==> config.mk <==
export PLATFORM = sky130hd
export DESIGN_NAME = pd_debug_cfg_loader
export DESIGN_NICKNAME = d
export VERILOG_FILES = /design/src/rtl/pd_debug_cfg_loader.sv
export SDC_FILE = /design/constraint.sdc
export NUM_CORES = 1
export LEC_CHECK = 0
export BUFFER_PORTS_ARGS = -buffer_cell sky130_fd_sc_hd__buf_2
export CAP_MARGIN = 20
export CORE_MARGIN = 2
export CORE_UTILIZATION = 41
export CTS_BUF_LIST = sky130_fd_sc_hd__clkbuf_16
export DETAILED_ROUTE_END_ITERATION = 12
export PLACE_DENSITY = 0.7
export SLEW_MARGIN = 20
export SYNTH_ARGS = -nofsm -noshare
export SYNTH_HDL_FRONTEND = slang
export SYNTH_SLANG_ARGS = --single-unit
==> constraint.sdc <==
create_clock -name clk -period 2.3 [get_ports clk]
set_clock_uncertainty 0.05 [all_clocks]
set_input_delay 0.69 -clock clk [delete_from_list [all_inputs] [get_ports clk]]
set_output_delay 0.69 -clock clk [all_outputs]
set_load 0.005 [all_outputs]
==> src/rtl/pd_debug_cfg_loader.sv <==
// pd_debug_cfg_loader
//   Configuration sequencer for the PD debug match datapath. On request it
//   reads the four match words of one regarray set from config memory. The
//   words are field1 value/mask and field2 value/mask. They are collected in
//   shadow registers and then committed atomically to the active set. The
//   commit is held off while a PD is being evaluated (e_valid high), so the
//   debug block never sees a half-updated set.
//
// Ports
//   clk, rst            clock, synchronous active-high reset
//   cfg_load_req        1-cycle load request
//   cfg_load_set        target set index
//   cfg_load_base_addr  memory address of word 0
//   cfg_load_busy       loader not idle
//   cfg_load_done       1-cycle pulse: set committed
//   cfg_load_err        1-cycle pulse: read timeout, load aborted
//   cfg_load_rej        1-cycle pulse: request rejected (busy or bad set)
//   mem_rd_req          1-cycle read strobe
//   mem_rd_addr         read address, valid with mem_rd_req
//   mem_rd_valid        read data valid
//   mem_rd_data         read data
//   e_valid             PD evaluated by debug block this cycle
//   cfg_f1_value/mask   active field1 words, set i at [i*PD_WIDTH +: PD_WIDTH]
//   cfg_f2_value/mask   active field2 words, same packing
//   cfg_set_valid       bit i = set i committed since reset
module pd_debug_cfg_loader #(
  parameter int PD_WIDTH       = 32,
  parameter int NUM_SETS       = 3,
  parameter int MEM_ADDR_WIDTH = 8,
  parameter int TIMEOUT_CYCLES = 16,
  localparam int SET_W         = (NUM_SETS > 1) ? $clog2(NUM_SETS) : 1
) (
  input  logic                         clk,
  input  logic                         rst,
  input  logic                         cfg_load_req,
  input  logic [SET_W-1:0]             cfg_load_set,
  input  logic [MEM_ADDR_WIDTH-1:0]    cfg_load_base_addr,
  output logic                         cfg_load_busy,
  output logic                         cfg_load_done,
  output logic                         cfg_load_err,
  output logic                         cfg_load_rej,
  output logic                         mem_rd_req,
  output logic [MEM_ADDR_WIDTH-1:0]    mem_rd_addr,
  input  logic                         mem_rd_valid,
  input  logic [PD_WIDTH-1:0]          mem_rd_data,
  input  logic                         e_valid,
  output logic [NUM_SETS*PD_WIDTH-1:0] cfg_f1_value,
  output logic [NUM_SETS*PD_WIDTH-1:0] cfg_f1_mask,
  output logic [NUM_SETS*PD_WIDTH-1:0] cfg_f2_value,
  output logic [NUM_SETS*PD_WIDTH-1:0] cfg_f2_mask,
  output logic [NUM_SETS-1:0]          cfg_set_valid
);

  localparam int TCNT_W = $clog2(TIMEOUT_CYCLES + 1);

  typedef enum logic [1:0] {IDLE, REQ, WAIT, COMMIT} state_t;

  state_t                    state;
  logic [SET_W-1:0]          set_q;
  logic [MEM_ADDR_WIDTH-1:0] base_q;
  logic [1:0]                word_idx;
  logic [TCNT_W-1:0]         tcnt;
  logic [PD_WIDTH-1:0]       sh_f1_value;
  logic [PD_WIDTH-1:0]       sh_f1_mask;
  logic [PD_WIDTH-1:0]       sh_f2_value;
  logic [PD_WIDTH-1:0]       sh_f2_mask;
  logic                      set_ok;

  // The set index port can encode more values than there are sets.
  assign set_ok = 32'(cfg_load_set) < NUM_SETS;

  // Single FSM. Outputs are registered and set on the transition into the
  // state they belong to. As a result, mem_rd_req/addr are valid for exactly
  // the REQ cycle, and busy tracks state != IDLE.
  always_ff @(posedge clk) begin
    if (rst) begin
      state         <= IDLE;
      set_q         <= '0;
      base_q        <= '0;
      word_idx      <= '0;
      tcnt          <= '0;
      sh_f1_value   <= '0;
      sh_f1_mask    <= '0;
      sh_f2_value   <= '0;
      sh_f2_mask    <= '0;
      cfg_load_busy <= 1'b0;
      cfg_load_done <= 1'b0;
      cfg_load_err  <= 1'b0;
      cfg_load_rej  <= 1'b0;
      mem_rd_req    <= 1'b0;
      mem_rd_addr   <= '0;
      cfg_f1_value  <= '0;
      cfg_f1_mask   <= '0;
      cfg_f2_value  <= '0;
      cfg_f2_mask   <= '0;
      cfg_set_valid <= '0;
    end else begin
      cfg_load_done <= 1'b0;
      cfg_load_err  <= 1'b0;
      cfg_load_rej  <= 1'b0;
      mem_rd_req    <= 1'b0;

      // A request is rejected while busy or with an out-of-range set.
      // A load already in progress is not disturbed by it.
      if (cfg_load_req && ((state != IDLE) || !set_ok)) begin
        cfg_load_rej <= 1'b1;
      end

      case (state)
        IDLE: begin
          if (cfg_load_req && set_ok) begin
            set_q         <= cfg_load_set;
            base_q        <= cfg_load_base_addr;
            word_idx      <= 2'd0;
            mem_rd_req    <= 1'b1;
            mem_rd_addr   <= cfg_load_base_addr;
            cfg_load_busy <= 1'b1;
            state         <= REQ;
          end
        end

        REQ: begin
          tcnt  <= '0;
          state <= WAIT;
        end

        WAIT: begin
          if (mem_rd_valid) begin
            case (word_idx)
              2'd0:    sh_f1_value <= mem_rd_data;
              2'd1:    sh_f1_mask  <= mem_rd_data;
              2'd2:    sh_f2_value <= mem_rd_data;
              default: sh_f2_mask  <= mem_rd_data;
            endcase
            if (word_idx == 2'd3) begin
              state <= COMMIT;
            end else begin
              // Address arithmetic wraps naturally at the memory width.
              word_idx    <= word_idx + 2'd1;
              mem_rd_req  <= 1'b1;
              mem_rd_addr <= base_q + {{(MEM_ADDR_WIDTH-2){1'b0}}, word_idx + 2'd1};
              state       <= REQ;
            end
          end else if (tcnt == TCNT_W'(TIMEOUT_CYCLES - 1)) begin
            // This cycle is the TIMEOUT_CYCLES-th one without data. The shadow
            // contents are simply abandoned and the active sets stay as they were.
            cfg_load_err  <= 1'b1;
            cfg_load_busy <= 1'b0;
            state         <= IDLE;
          end else begin
            tcnt <= tcnt + 1'b1;
          end
        end

        COMMIT: begin
          if (!e_valid) begin
            for (int i = 0; i < NUM_SETS; i++) begin
              if (32'(set_q) == i) begin
                cfg_f1_value[i*PD_WIDTH +: PD_WIDTH] <= sh_f1_value;
                cfg_f1_mask[i*PD_WIDTH +: PD_WIDTH]  <= sh_f1_mask;
                cfg_f2_value[i*PD_WIDTH +: PD_WIDTH] <= sh_f2_value;
                cfg_f2_mask[i*PD_WIDTH +: PD_WIDTH]  <= sh_f2_mask;
                cfg_set_valid[i]                     <= 1'b1;
              end
            end
            cfg_load_done <= 1'b1;
            cfg_load_busy <= 1'b0;
            state         <= IDLE;
          end
        end

        default: state <= IDLE;
      endcase
    end
  end

endmodule
# Yosys cells after proc, flatten, opt, wreduce, memory -nomap -nowiden
# Cells that the tools add are included.
[word_totals]
register_bits = 547
inputBits = 47
[op_classes]
addsub = 3
magnitude_cmp = 1
eq_ne = 17
mux = 29
n_bitwise = 4
n_reduce_logical = 26
[ops]
columns = ["op", "count"]
rows = [
  ["$reduce_and A3 Y1", 9],
  ["$mux W8", 3],
  ["$mux W2", 8],
  ["$pmux W8 S2", 1],
  ["$ne A2 B2 Y1 const B", 7],
  ["$eq A2 B2 Y1 const B", 5],
  ["$mux W1", 10],
  ["$mux W5", 2],
  ["$pmux W5 S2", 1],
  ["$add A8 B2 Y8", 1],
  ["$pmux W2 S4", 1],
  ["$eq A2 B1 Y1 const B", 3],
  ["$logic_not A2 Y1", 3],
  ["$reduce_bool A2 Y1", 3],
  ["$reduce_or A3 Y1", 2],
  ["$add A5 B1 Y5 const B", 1],
  ["$eq A5 B4 Y1 const B", 1],
  ["$reduce_and A5 Y1", 1],
  ["$not A1 Y1", 4],
  ["$pmux W2 S2", 1],
  ["$reduce_and A4 Y1", 1],
  ["$ne A3 B3 Y1 const B", 1],
  ["$pmux W1 S3", 1],
  ["$reduce_bool A3 Y1", 1],
  ["8 further kinds", 9],
]

# Longest topological paths before layout
[depth]
depth_word = 5
depth_mapped = 8
mapped_depth_nobuf = 8

# Worst setup path after synthesis
# Ideal clock, no wire load.
[synth_path]
kind = "reg-to-reg"
from = "register word_idx[0]"
to = "register mem_rd_addr[6]"
setup_ps = 87
arrival_time_ps = 2004
t_required_ps = 2163
setup_slack_ps = 159
stages_incl_launch_ff = 9
n_path_buf = 0
period_less_slack_ps = 2141
cell_sequence = "dfxtp_1 inv_1 ha_1 inv_1 fa_1 nand2b_1 or3_1 a31o_1 o31ai_1"
[synth_via]
elab_chain_len = 5
word_cells_on_any_way = 8
cone_classes = "add/sub: 2; eq/ne: 2; mux: 3; reduce/logical: 1"
[synth_lines]
columns = ["item", "line_no", "rtl"]
rows = [
  ["start: declaration", "61", "logic [1:0] word_idx;"],
  ["start signal: assignment", "139", "word_idx <= word_idx + 2'd1;"],
  ["$add A2 B1 Y2", "141", "mem_rd_addr <= base_q + {{(MEM_ADDR_WIDTH-2){1'b0}}, word_idx + 2'd1};"],
  ["$add A8 B2 Y8", "141", ""],
  ["$mux W8", "135", "if (word_idx == 2'd3) begin"],
  ["$mux W8", "128", "if (mem_rd_valid) begin"],
  ["$pmux W8 S2", "109", "case (state)"],
  ["end signal: assignment", "116", "mem_rd_addr <= cfg_load_base_addr;"],
  ["end signal: assignment", "141", ""],
  ["end: declaration", "43", "output logic [MEM_ADDR_WIDTH-1:0] mem_rd_addr,"],
]
# Several ways; a longest one is shown, not always the timed one. The select of a mux whose other input is x is not followed.
# A chain may end at the register's enable or synchronous reset.

# Final worst setup path
[layout_path]
from = "register word_idx[0]"
to = "register mem_rd_addr[5]"
# Same word-level chain as after synthesis.

==> key figures <==
Critical path
  – Crit Path Max Fanout: 5
  – CP dominant cell by count: ha_1
  – Crit path buf inv count: 2
  – Crit Path Class: flip-flop to flip-flop
  – Crit path DAT: 2580 ps
  – Largest delay share family, worst path: adder cells
  – Slowest CP cell: dfxtp_1
  – Delay of the slowest critical-path stage: 320 ps
  – CP Launch Type: flip-flop
  – CP endpoint kind: flip-flop
  – CP Data Required Time: 2730 ps
  – Crit path cell chain: inv_1 -> ha_1 -> buf_4 -> ha_1 -> a21oi_2 -> or3_1 -> and3_1 -> o41ai_1

Routing
  – Via count: 18,013
  – DRT Pass-1 Iters: 7
  – Remaining antenna violation count: 0
  – Vias per std cell: 5.20
  – Drt total wl: 66.9 mm
  – # DRC: 0
  – Routed WL per cell: 19.3 um
  – Iter 0 DRT Violations: 1,622

Finish
  – Synth-to-Final Area Change: 24.6%
  – Layout cells sized above 1: 20.7%
  – Layout net count: 2,873
  – Fin cells: 3,462
  – Antenna cells: 0
  – Commonest non-fill, non-tap cells in the layout: nand2_1, dfxtp_1, a21oi_1
  – Commonest non-fill, non-tap cell in the layout: nand2_1
  – Filler cell count: 4,431

Synth
  – Post-synthesis cell count: 2,441
  – EDFF count, synth: 0
  – Syn_nets: 2,502
  – Cell variety after synth: 51
  – Asr flop ratio synth: 0%
  – Register area share after synthesis: 56.9%
  – Synthesized area per cell: 7.89 um^2
  – Netlist Area Pre-Place: 19,300 um^2
  – Top_reg_cell synth: dfxtp_1
  – Synthesized flop and latch total: 547
  – Ys Warns: 0

STA
  – Final WS setup: 148 ps
  – Final period util: 93.6%
  – Relative slew slack: 62.2%
  – RSZ-0062 raised after global routing: true
  – Final hold violations: 0
  – Slew Limit Fails: 0
  – Crit path time final: 2150 ps
  – Fmax: 0.465 GHz
  – Worst-Margin Slew: 568 ps
  – Final setup vio count: 0
  – Setup TNS: 0 ps

Clock network
  – Post-CTS Hold Buffers: 0
  – Clock root cell: clkbuf_16
  – TritonCTS Sinks: 547
  – Post-CTS sizing: 0
  – Clock slew at reported path FFs: 60 ps
  – Clock latency on the worst-skew pair: 610 ps
  – H-tree Lvls: 2
  – CTS Buf Count: 56
  – Clock Path Buffers: 3
  – CTS tree: built
  – Total setup buffers inserted after CTS: 0

Placed design
  – Post-Place Cells: 3,361
  – IO buf count: 446
  – Pre-CTS setup slack: 91.9 ps
  – Placer Congestion: 0.842
  – Detailed-placement wirelength estimate: 44.6 mm

Global routing
  – GRT Util Overall: 26.2%
  – First-pass GRT wire length: 97.1 mm
  – Pin count of the biggest net entering global routing: 115
  – Vias in the first global route: 16,491
  – Antenna violations before repair: 1
  – Grt ovf: 0

Run
  – Max Cap Viol: 0

Floorplanning
  – Chip height: 221 um
  – Initial Util: 41.5%
  – Cell Rows: 79
  – Die area: 48,700 um^2
  – Die Width: 221 um
  – I/O Pins: 447
  – Core area: 46,500 um^2

Power
  – P_leak: 0.00944 uW
  – Peak VDD IR: 0.000556 V
  – PwrDens: 817 nW/um^2

Hold path
  – Hold crit path type: input pin to flip-flop

Outcome
  – Status: finished clean
metrics by stage:
stage                     utilization [%]  total power [uW]  area (um^2)  hold WS, ps
after global placement               47.8             10900        22200          390
after detailed placement             47.8             10900        22200          393
after global routing                 51.7             20200        24000          282
final                                51.7             19600        24000          302
after floorplan                         -             10400        19300          391
after CTS                            51.6             19800        24000          267
area by class of cell:
| type | instances | area, um^2 | share of cell area [%] |
|---|---|---|---|
| sequential | 547 | 11000 | 45.6 |
| clock inverter | 43 | 333 | 1.39 |
| inverter | 11 | 41.3 | 0.172 |
| tap | 607 | 759 | 3.16 |
| timing repair buffer | 494 | 2900 | 12.1 |
| clock buffer | 58 | 1450 | 6.05 |
| multi-input combinational | 1702 | 7560 | 31.5 |
cell usage after synthesis (3+ instances only):
master    number  area share (%)
o21ai_0        7            0.18
nor3_1         5            0.13
dfxtp_1      547              57
nand3_1        7            0.18
a21oi_1      533              14
buf_2         69             1.8
clkbuf_1     103             2.0
xor2_1         3            0.14
inv_1         11            0.21
or3_1          6            0.19
nor2_1        14            0.27
nand2b_1       5            0.16
and3_1         7            0.23
and2_1         3           0.097
buf_1          7            0.14
o41ai_1        3            0.14
nand2_1     1051              20
o211ai_1       3            0.12
ha_1          13            0.84
final timing paths:
check	startpoint	end	slack (ps)	cells past startpoint
setup reg to reg	word_idx[0]	mem_rd_addr[5]	150	8
hold reg to reg	cfg_f2_mask[40]	cfg_f2_mask[40]	400	2
hold / removal	cfg_load_base_addr[3]	base_q[3]	300	3
setup / recovery	word_idx[0]	mem_rd_addr[5]	150	8
worst register-to-register path: cells and delay by family (launching register included):
family | cells | cell delay, ps
compound gates | 2 | 400
flops | 1 | 320
simple gates | 2 | 470
buf+inv | 2 | 200
fa+ha+maj | 2 | 590
kinds of logic (layout without fill, tap and decap cells):
| group | after synthesis | in the layout | share of synthesized area, % |
|---|---|---|---|
| mux | 2 | 2 | 0.104 |
| simple gates | 1116 | 1116 | 22.5 |
| flops | 547 | 547 | 56.9 |
| compound gates | 565 | 565 | 15.1 |
| buf+inv | 192 | 606 | 4.22 |
| xor+xnor | 5 | 5 | 0.227 |
| fa+ha+maj | 14 | 14 | 0.948 |
per-layer routing:
layer | routed length [um] | GRT usage [%] | up-vias
li1 | - | - | 8624
met1 | 27400 | 33.3 | 8518
met2 | 31400 | 42.6 | 719
met3 | 5190 | 5.55 | 148
met4 | 2860 | 11.8 | 4
met5 | 27 | 0 | -
sequential cells by signal, indices dropped and copies added (netlist names):
signal         flops
sh_f2_mask        32
word_idx           2
cfg_load_err       1
cfg_load_rej       1
cfg_load_done      1
sh_f1_mask        32
mem_rd_addr        8
cfg_load_busy      1
sh_f2_value       32
cfg_f1_mask       96
base_q             8
state              2
cfg_set_valid      3
cfg_f1_value      96
cfg_f2_mask       96
tcnt               5
cfg_f2_value      96
sh_f1_value       32
set_q              2
mem_rd_req         1
power breakdown:
| part | internal, uW | switching (uW) |
|---|---|---|
| logic | 329 | 736 |
| clock network | 5090 | 3780 |
| registers | 9580 | 107 |
No activity file was read; power rests on OpenSTA's default activity.
